## src/rtl/apb_mem_slave.sv

```systemverilog
// rtl/apb_mem_slave.sv - parametrised APB memory slave with wait states, byte strobes and range error
module apb_mem_slave #(
  parameter int DATA_W      = 32,
  parameter int ADDR_W      = 8,
  parameter int DEPTH       = 64,
  parameter int WAIT_STATES = 1
) (
  input  logic                  PCLK,
  input  logic                  PRST,
  input  logic                  PSEL,
  input  logic                  PENABLE,
  input  logic                  PWRITE,
  input  logic [ADDR_W-1:0]     PADDR,
  input  logic [DATA_W-1:0]     PWDATA,
  input  logic [DATA_W/8-1:0]   PSTRB,
  output logic [DATA_W-1:0]     PRDATA,
  output logic                  PREADY,
  output logic                  PSLVERR
);

  localparam int STRB_W = DATA_W / 8;
  localparam int CNT_W  = (WAIT_STATES > 0) ? $clog2(WAIT_STATES + 1) : 1;
  localparam int IDX_W  = (DEPTH > 1) ? $clog2(DEPTH) : 1;

  typedef enum logic {
    IDLE   = 1'b0,
    ACCESS = 1'b1
  } state_e;

  state_e              state_q, state_d;
  logic [CNT_W-1:0]    cnt_q, cnt_d;
  logic                err_q, err_d;
  logic [DATA_W-1:0]   rdata_q, rdata_d;
  logic [IDX_W-1:0]    addr_q, addr_d;
  logic                mem_we;
  logic                in_range;

  logic [DATA_W-1:0]   mem_q [DEPTH];

  // Address is a word index; compare one bit wider so DEPTH == 2^ADDR_W works.
  assign in_range = ({1'b0, PADDR} < (ADDR_W + 1)'(DEPTH));

  // Next-state logic: capture everything at setup, count wait states, complete or abort.
  always_comb begin
    state_d = state_q;
    cnt_d   = cnt_q;
    err_d   = err_q;
    rdata_d = rdata_q;
    addr_d  = addr_q;
    mem_we  = 1'b0;
    case (state_q)
      IDLE: begin
        // PSEL with PENABLE already high here is a protocol violation and is ignored.
        if (PSEL && !PENABLE) begin
          state_d = ACCESS;
          cnt_d   = CNT_W'(WAIT_STATES);
          err_d   = !in_range;
          rdata_d = in_range ? mem_q[PADDR[IDX_W-1:0]] : '0;
          addr_d  = PADDR[IDX_W-1:0];
        end
      end
      ACCESS: begin
        if (!PSEL) begin
          state_d = IDLE;
        end else if (cnt_q != '0) begin
          cnt_d = cnt_q - CNT_W'(1);
        end else if (PENABLE) begin
          mem_we  = PWRITE && !err_q;
          state_d = IDLE;
        end
      end
      default: state_d = IDLE;
    endcase
  end

  // Control and capture registers; async reset drops any transfer in flight.
  always_ff @(posedge PCLK or negedge PRST) begin
    if (!PRST) begin
      state_q <= IDLE;
      cnt_q   <= '0;
      err_q   <= 1'b0;
      rdata_q <= '0;
      addr_q  <= '0;
    end else begin
      state_q <= state_d;
      cnt_q   <= cnt_d;
      err_q   <= err_d;
      rdata_q <= rdata_d;
      addr_q  <= addr_d;
    end
  end

  // Storage array, not reset; only strobed byte lanes change at the completion edge.
  always_ff @(posedge PCLK) begin
    if (mem_we) begin
      for (int i = 0; i < STRB_W; i++) begin
        if (PSTRB[i]) begin
          mem_q[addr_q][8*i +: 8] <= PWDATA[8*i +: 8];
        end
      end
    end
  end

  // Handshake outputs depend on registers only (plus PWRITE to blank read data on writes).
  always_comb begin
    PREADY  = (state_q == ACCESS) && (cnt_q == '0);
    PSLVERR = PREADY && err_q;
    PRDATA  = (PREADY && !err_q && !PWRITE) ? rdata_q : '0;
  end

endmodule

```

## config.mk

```make
export PLATFORM = sky130hd
export DESIGN_NAME = apb_mem_slave
export DESIGN_NICKNAME = d
export VERILOG_FILES = /design/src/rtl/apb_mem_slave.sv
export SDC_FILE = /design/constraint.sdc
export NUM_CORES = 2
export LEC_CHECK = 0
export ABC_AREA = 1
export BUFFER_PORTS_ARGS = -buffer_cell sky130_fd_sc_hd__clkbuf_2
export CAP_MARGIN = 20
export CORE_UTILIZATION = 35
export DETAILED_ROUTE_END_ITERATION = 8
export PLACE_DENSITY = 0.55
export SLEW_MARGIN = 20
export SYNTH_ARGS = -nofsm -noshare
export SYNTH_HDL_FRONTEND = slang
export SYNTH_SLANG_ARGS = --single-unit
```

## constraint.sdc

```tcl
create_clock -name PCLK -period 1.95 [get_ports PCLK]
set_input_delay 0.0975 -clock PCLK [delete_from_list [all_inputs] [get_ports PCLK]]
set_output_delay 0.0975 -clock PCLK [all_outputs]
set_load 0.01 [all_outputs]
```

== Word-level counts from Yosys, hierarchy flattened ==
Memory sizes are Yosys's and may differ from the RTL's.
Index checks and enable logic that the tools add are counted.
W data, S select, Z words.
Word-level totals
  memories: 1
  logic and storage cells: 51
  bits of input ports: 49
  register bits after elaboration: 41
  output and inout port bits: 34
  bits in writable memories: 2048
Memories
  mem_q: words 64, width 32, read ports 1, clocked after Yosys merged registers in 0, wr ports 1, line 38  | logic [DATA_W-1:0] mem_q [DEPTH];
Operators by class
  bitwise operators: 2
  add/sub/neg operators: 1
  equality and inequality tests: 2
  muxes and demuxes: 27
  reduce and logical (&&, ||, !) cells: 12
  order comparisons: 1
Operator list (count)
  $mux W32: 2
  $mux W1: 23
  $lt A8 B7 Y1 const B: 1
  $logic_and A1 B1 Y1: 6
  $logic_not A1 Y1: 4
  $ne A2 B2 Y1 const B: 2
  $pmux W1 S2: 2
  $reduce_and A2 Y1: 2
  $not A1 Y1: 2
  $sub A1 B1 Y1 const B: 1

== Longest topological paths before layout ==
  depth after elaboration: 8
  depth in mapped cells: 15
  depth with buffers taken out: 11

== Least setup slack after synthesis ==
OpenSTA, ideal clock, no wires.
  path kind: register -> register
  start: register err_q
  end: memory mem_q[10][0] (enable)
  data arrival time: 1776 ps
  period minus slack after synthesis: 2146 ps
  path buffers: 1
  stages on the path, launching flop included: 7
  path slack: -196 ps
  path through: dfrtp_1 inv_1 nand3_1 nor3_1 nand2_2 buf_6 nor2_1
Between the ends
  cells in the longest elaborated chain, start to end: 8
RTL lines
  start: declaration: line 32  | logic err_q, err_d;
  start signal: assignment: line 87  | err_q <= err_d;
  $logic_not A1 Y1: line 68  | mem_we = PWRITE && !err_q;
  $logic_and A1 B1 Y1: line 68
  $mux W1: line 67  | end else if (PENABLE) begin
  $mux W1: line 65  | end else if (cnt_q != '0) begin
  $mux W1: line 63  | if (!PSEL) begin
  $mux W1: line 51  | case (state_q)
  $mux W1: line 95  | if (mem_we) begin
  $mux W1 (not written as such): line 98  | mem_q[addr_q][8*i +: 8] <= PWDATA[8*i +: 8];
  end: declaration: line 38
No other way between the ends.

== Worst setup path after layout ==
  start: register cnt_q
  end: output port PRDATA[14]
Between the ends
  cells in the longest elaborated chain, start to end: 5
RTL lines
  start: declaration: line 31  | logic [CNT_W-1:0] cnt_q, cnt_d;
  start signal: assignment: line 86  | cnt_q <= cnt_d;
  $not A1 Y1: line 106  | PREADY = (state_q == ACCESS) && (cnt_q == '0);
  $logic_and A1 B1 Y1: line 106
  $logic_and A1 B1 Y1 (2 in series): line 108  | PRDATA = (PREADY && !err_q && !PWRITE) ? rdata_q : '0;
  $mux W32: line 108
  end: declaration: line 16  | output logic [DATA_W-1:0] PRDATA,
No other way between the ends.

==> results.toml <==
[yosys]
syn-mean-instance-area_um2 = 11.46
yosys_register_bits = 2089
synth_cells = 7478
ys.warnings.count = 0
synth_top_cells_by_area = "edfxtp_1 72%, nand2_1 13%, nand3_1 9.8%"
synth_top_area_share = 0.7177
netlist_area_um2 = 85690
synth.yosys.seq_area_share = 0.7297
netlist-cell-type-count = 20
synth_top_area_cell = "edfxtp_1"
syn_nets = 7527

[sta]
final_critical_path_setup_slack_ns = -0.5858
clock.fmax_ghz = 0.3944
tightest_slew_ns = 0.9238
worst_clock_skew_ns = 0.06377
setup_violations = 1279
min_period_ns = 2.536
unrepaired_setup_endpoints_after_global_routing = "true"
post-route-period-util = 1.300
fin_setup_tns_ns = -64.34
worst_slew_margin_relative_to_its_limit = 0.3842
maxSlewViolCount = 0
hold_violations = 0

[layout]
n_fill_cell = 22425
layout.cells.non_filler = 11531
final_cell_mix = "2830 x nand2_1, 2048 x edfxtp_1, 1678 x nand3_1, 466 x buf_4, 233 x clkbuf_16"
layout_commonest_cell = "nand2_1"
num-nets-final = 8186
layout-drive-gt1-share = 0.1669
area_growth_syn_to_layout_pct = 23.68

[floorplanning]
dieWidth_um = 496.8
boundaryPins = 83
placeableCoreArea_um2 = 243200
dieHeight_um = 496.8
design.die.area_um2 = 246800
floorplan.initialDensity = 0.3523
row_count = 181

[drt]
first_iter_violations = 7459
dr_wl_met2_um = 129000
remaining_drc_errors = 0
drt_pass1_iterations = 6
detail_route.wirelength.met1_um = 115600
vias = 60850
post_drt_via_cell_ratio = 5.277
routed_wire_length_per_instance_um = 24.24
wl_met3_um = 25110
antenna_violating_nets_post_route = 0
wirelength_um = 279500
maxUsedRoutingLayer = "met5"

[clocking]
numCtsBuffers = 218
clock_sink_count = 2089
cts.path.max_buffers = 3
clkSlewWorstSetupHoldPaths_ns = 0.06
htreeDepth = 4
clock_tree_root = "clkbuf_16"
clock_latency_ns = 0.87
cts_tree = "yes"

[setup_path]
worst_path_dominant_cell_family = "buffers and inverters"
cp_max_delay_cell = "dfrtp_1"
critPathBufInv = 5
crit_arrival_ns = 2.44
critical_path_class = "register to primary output"
most_common_cell_on_crit_path = "buf_6"
data_required_time_at_the_worst_endpoint_ns = 1.85
cpPeakStageDelay_ns = 0.39
worst_r2r_startpoint = "err_q"
crit_chain = "buf_6 -> nor2_4 -> nand3b_1 -> buf_6 -> buf_12 -> nor2_4 -> buf_6 -> buf_6"
crit_path_start_kind = "register"
startpoint = "cnt_q"
cp_max_fo = 8
endpoint_kind = "primary output"

[global_route]
grt_pass1_wl_um = 396000
grt_max_degree = 70
grt_overflow = 0
global_route.usage.total = 0.2183
via_count_of_the_first_global_routing_pass = 57634
antenna_found_initial = 9

[status]
failed_checks = "setup timing"
run_status = "finished with violations"

[placement]
dp_hpwl_um = 172300
place.port_buffers = 82
gp_routability_congestion = 0.8968
cell_count_after_placement = 11030

[power]
pwr_density_cell_nw_per_um2 = 944.7
vdd_drop_max_mv = 0.7846
leakage_nw = 39.01
final_total_pwr_mw = 100.1

[run]
drv_cap = 0

[worst_hold_path]
min-delay-start = "PSTRB[2]"
timing.hold.worst.class = "primary input to register"
per-layer routing:
layer,track usage,vias to the layer above
met5,0,-
met4,0.07653,6
met1,0.3036,30183
met3,0.03782,507
met2,0.3436,2818
li1,-,27336
worst paths after layout:
kind	to	slack, ns	cells past startpoint
max in group asynchronous	addr_q[2]	1.15	4
min reg2reg	rdata_q[26]	0.49	2
max	PRDATA[14]	-0.59	8
min in group asynchronous	state_q	0.36	4
min	mem_q[31][19]	0.13	5
max reg2reg	mem_q[38][12]	-0.14	8
cells in the mapped netlist:
master and count:
buf_6 40, clkinv_1 1, clkbuf_1 88, nor2_1 290, a21oi_1 1, nand3_1 1680
o22ai_1 1, buf_2 270, inv_4 2, buf_1 46, edfxtp_1 2048, dfrtp_1 41
buf_4 36, nand3b_1 1, o21a_1 1, nor3_1 19, inv_1 45, nand2_1 2858
nand2_2 4, o21ai_0 6
kinds of logic (layout without fill, tap and decap cells):
family,after synthesis,in the layout,share of synthesized area
AOI/OAI and AO/OA,9,9,0.0005695
buffers and inverters,528,1378,0.03221
DFF,2089,2089,0.7297
other,0,1,0
and+or+nand+nor,4852,4852,0.2375
registers in the layout, summed over array words and instances, names as in the netlist:
signal   flops
mem_q     2048
rdata_q     32
addr_q       6
cnt_q        1
err_q        1
state_q      1
layout make-up:
cell class | instances | area (um^2) | share of cell area
timing repair buffer | 919 | 10300 | 0.09722
clock buffer | 280 | 5912 | 0.05578
multi-input combinational | 4861 | 21480 | 0.2027
inverter | 48 | 225.2 | 0.002125
tap | 3202 | 4006 | 0.03780
sequential | 2089 | 62530 | 0.5900
antenna | 1 | 2.502 | 0.00002361
clock inverter | 131 | 1524 | 0.01438
repair_timing:
item	4_1_cts	5_1_grt
gates cloned	1	21
endpoints found under the setup margin	928	1946
hold buffers	48	0
pin swaps	6	22
endpoints found under the hold margin	1786	0
resized for setup	187	362
setup buffers	12	10
per-stage QoR:
| step | utilization | hold slack (ns) | setup slack, ns | area [um^2] |
|---|---|---|---|---|
| after global placement | 0.3921 | 0.1461 | -0.3990 | 95360 |
| after floorplan | - | -0.1981 | -0.02074 | 85690 |
| after detailed placement | 0.3921 | 0.1322 | -0.4746 | 95360 |
| final | 0.4357 | 0.1255 | -0.5858 | 106000 |
| after CTS | 0.4282 | 0.002181 | -0.6045 | 104200 |
| after global routing | 0.4357 | 0.09178 | -0.6229 | 106000 |
report_power, final:
group	internal (mW)	switching, mW	leakage (nW)
clock network	25.5	17.7	3.64
registers	49.4	0.150	18.9
logic	2.29	5.09	16.4
total	77.1	23.0	39.0
worst min-delay path, stage by stage:
cell      delay [ns]
clkbuf_2        0.13
nand2_8         0.19
buf_12          0.19
nor2_4          0.04
buf_8           0.14
Note: power is estimated with default switching activity, not from simulation.
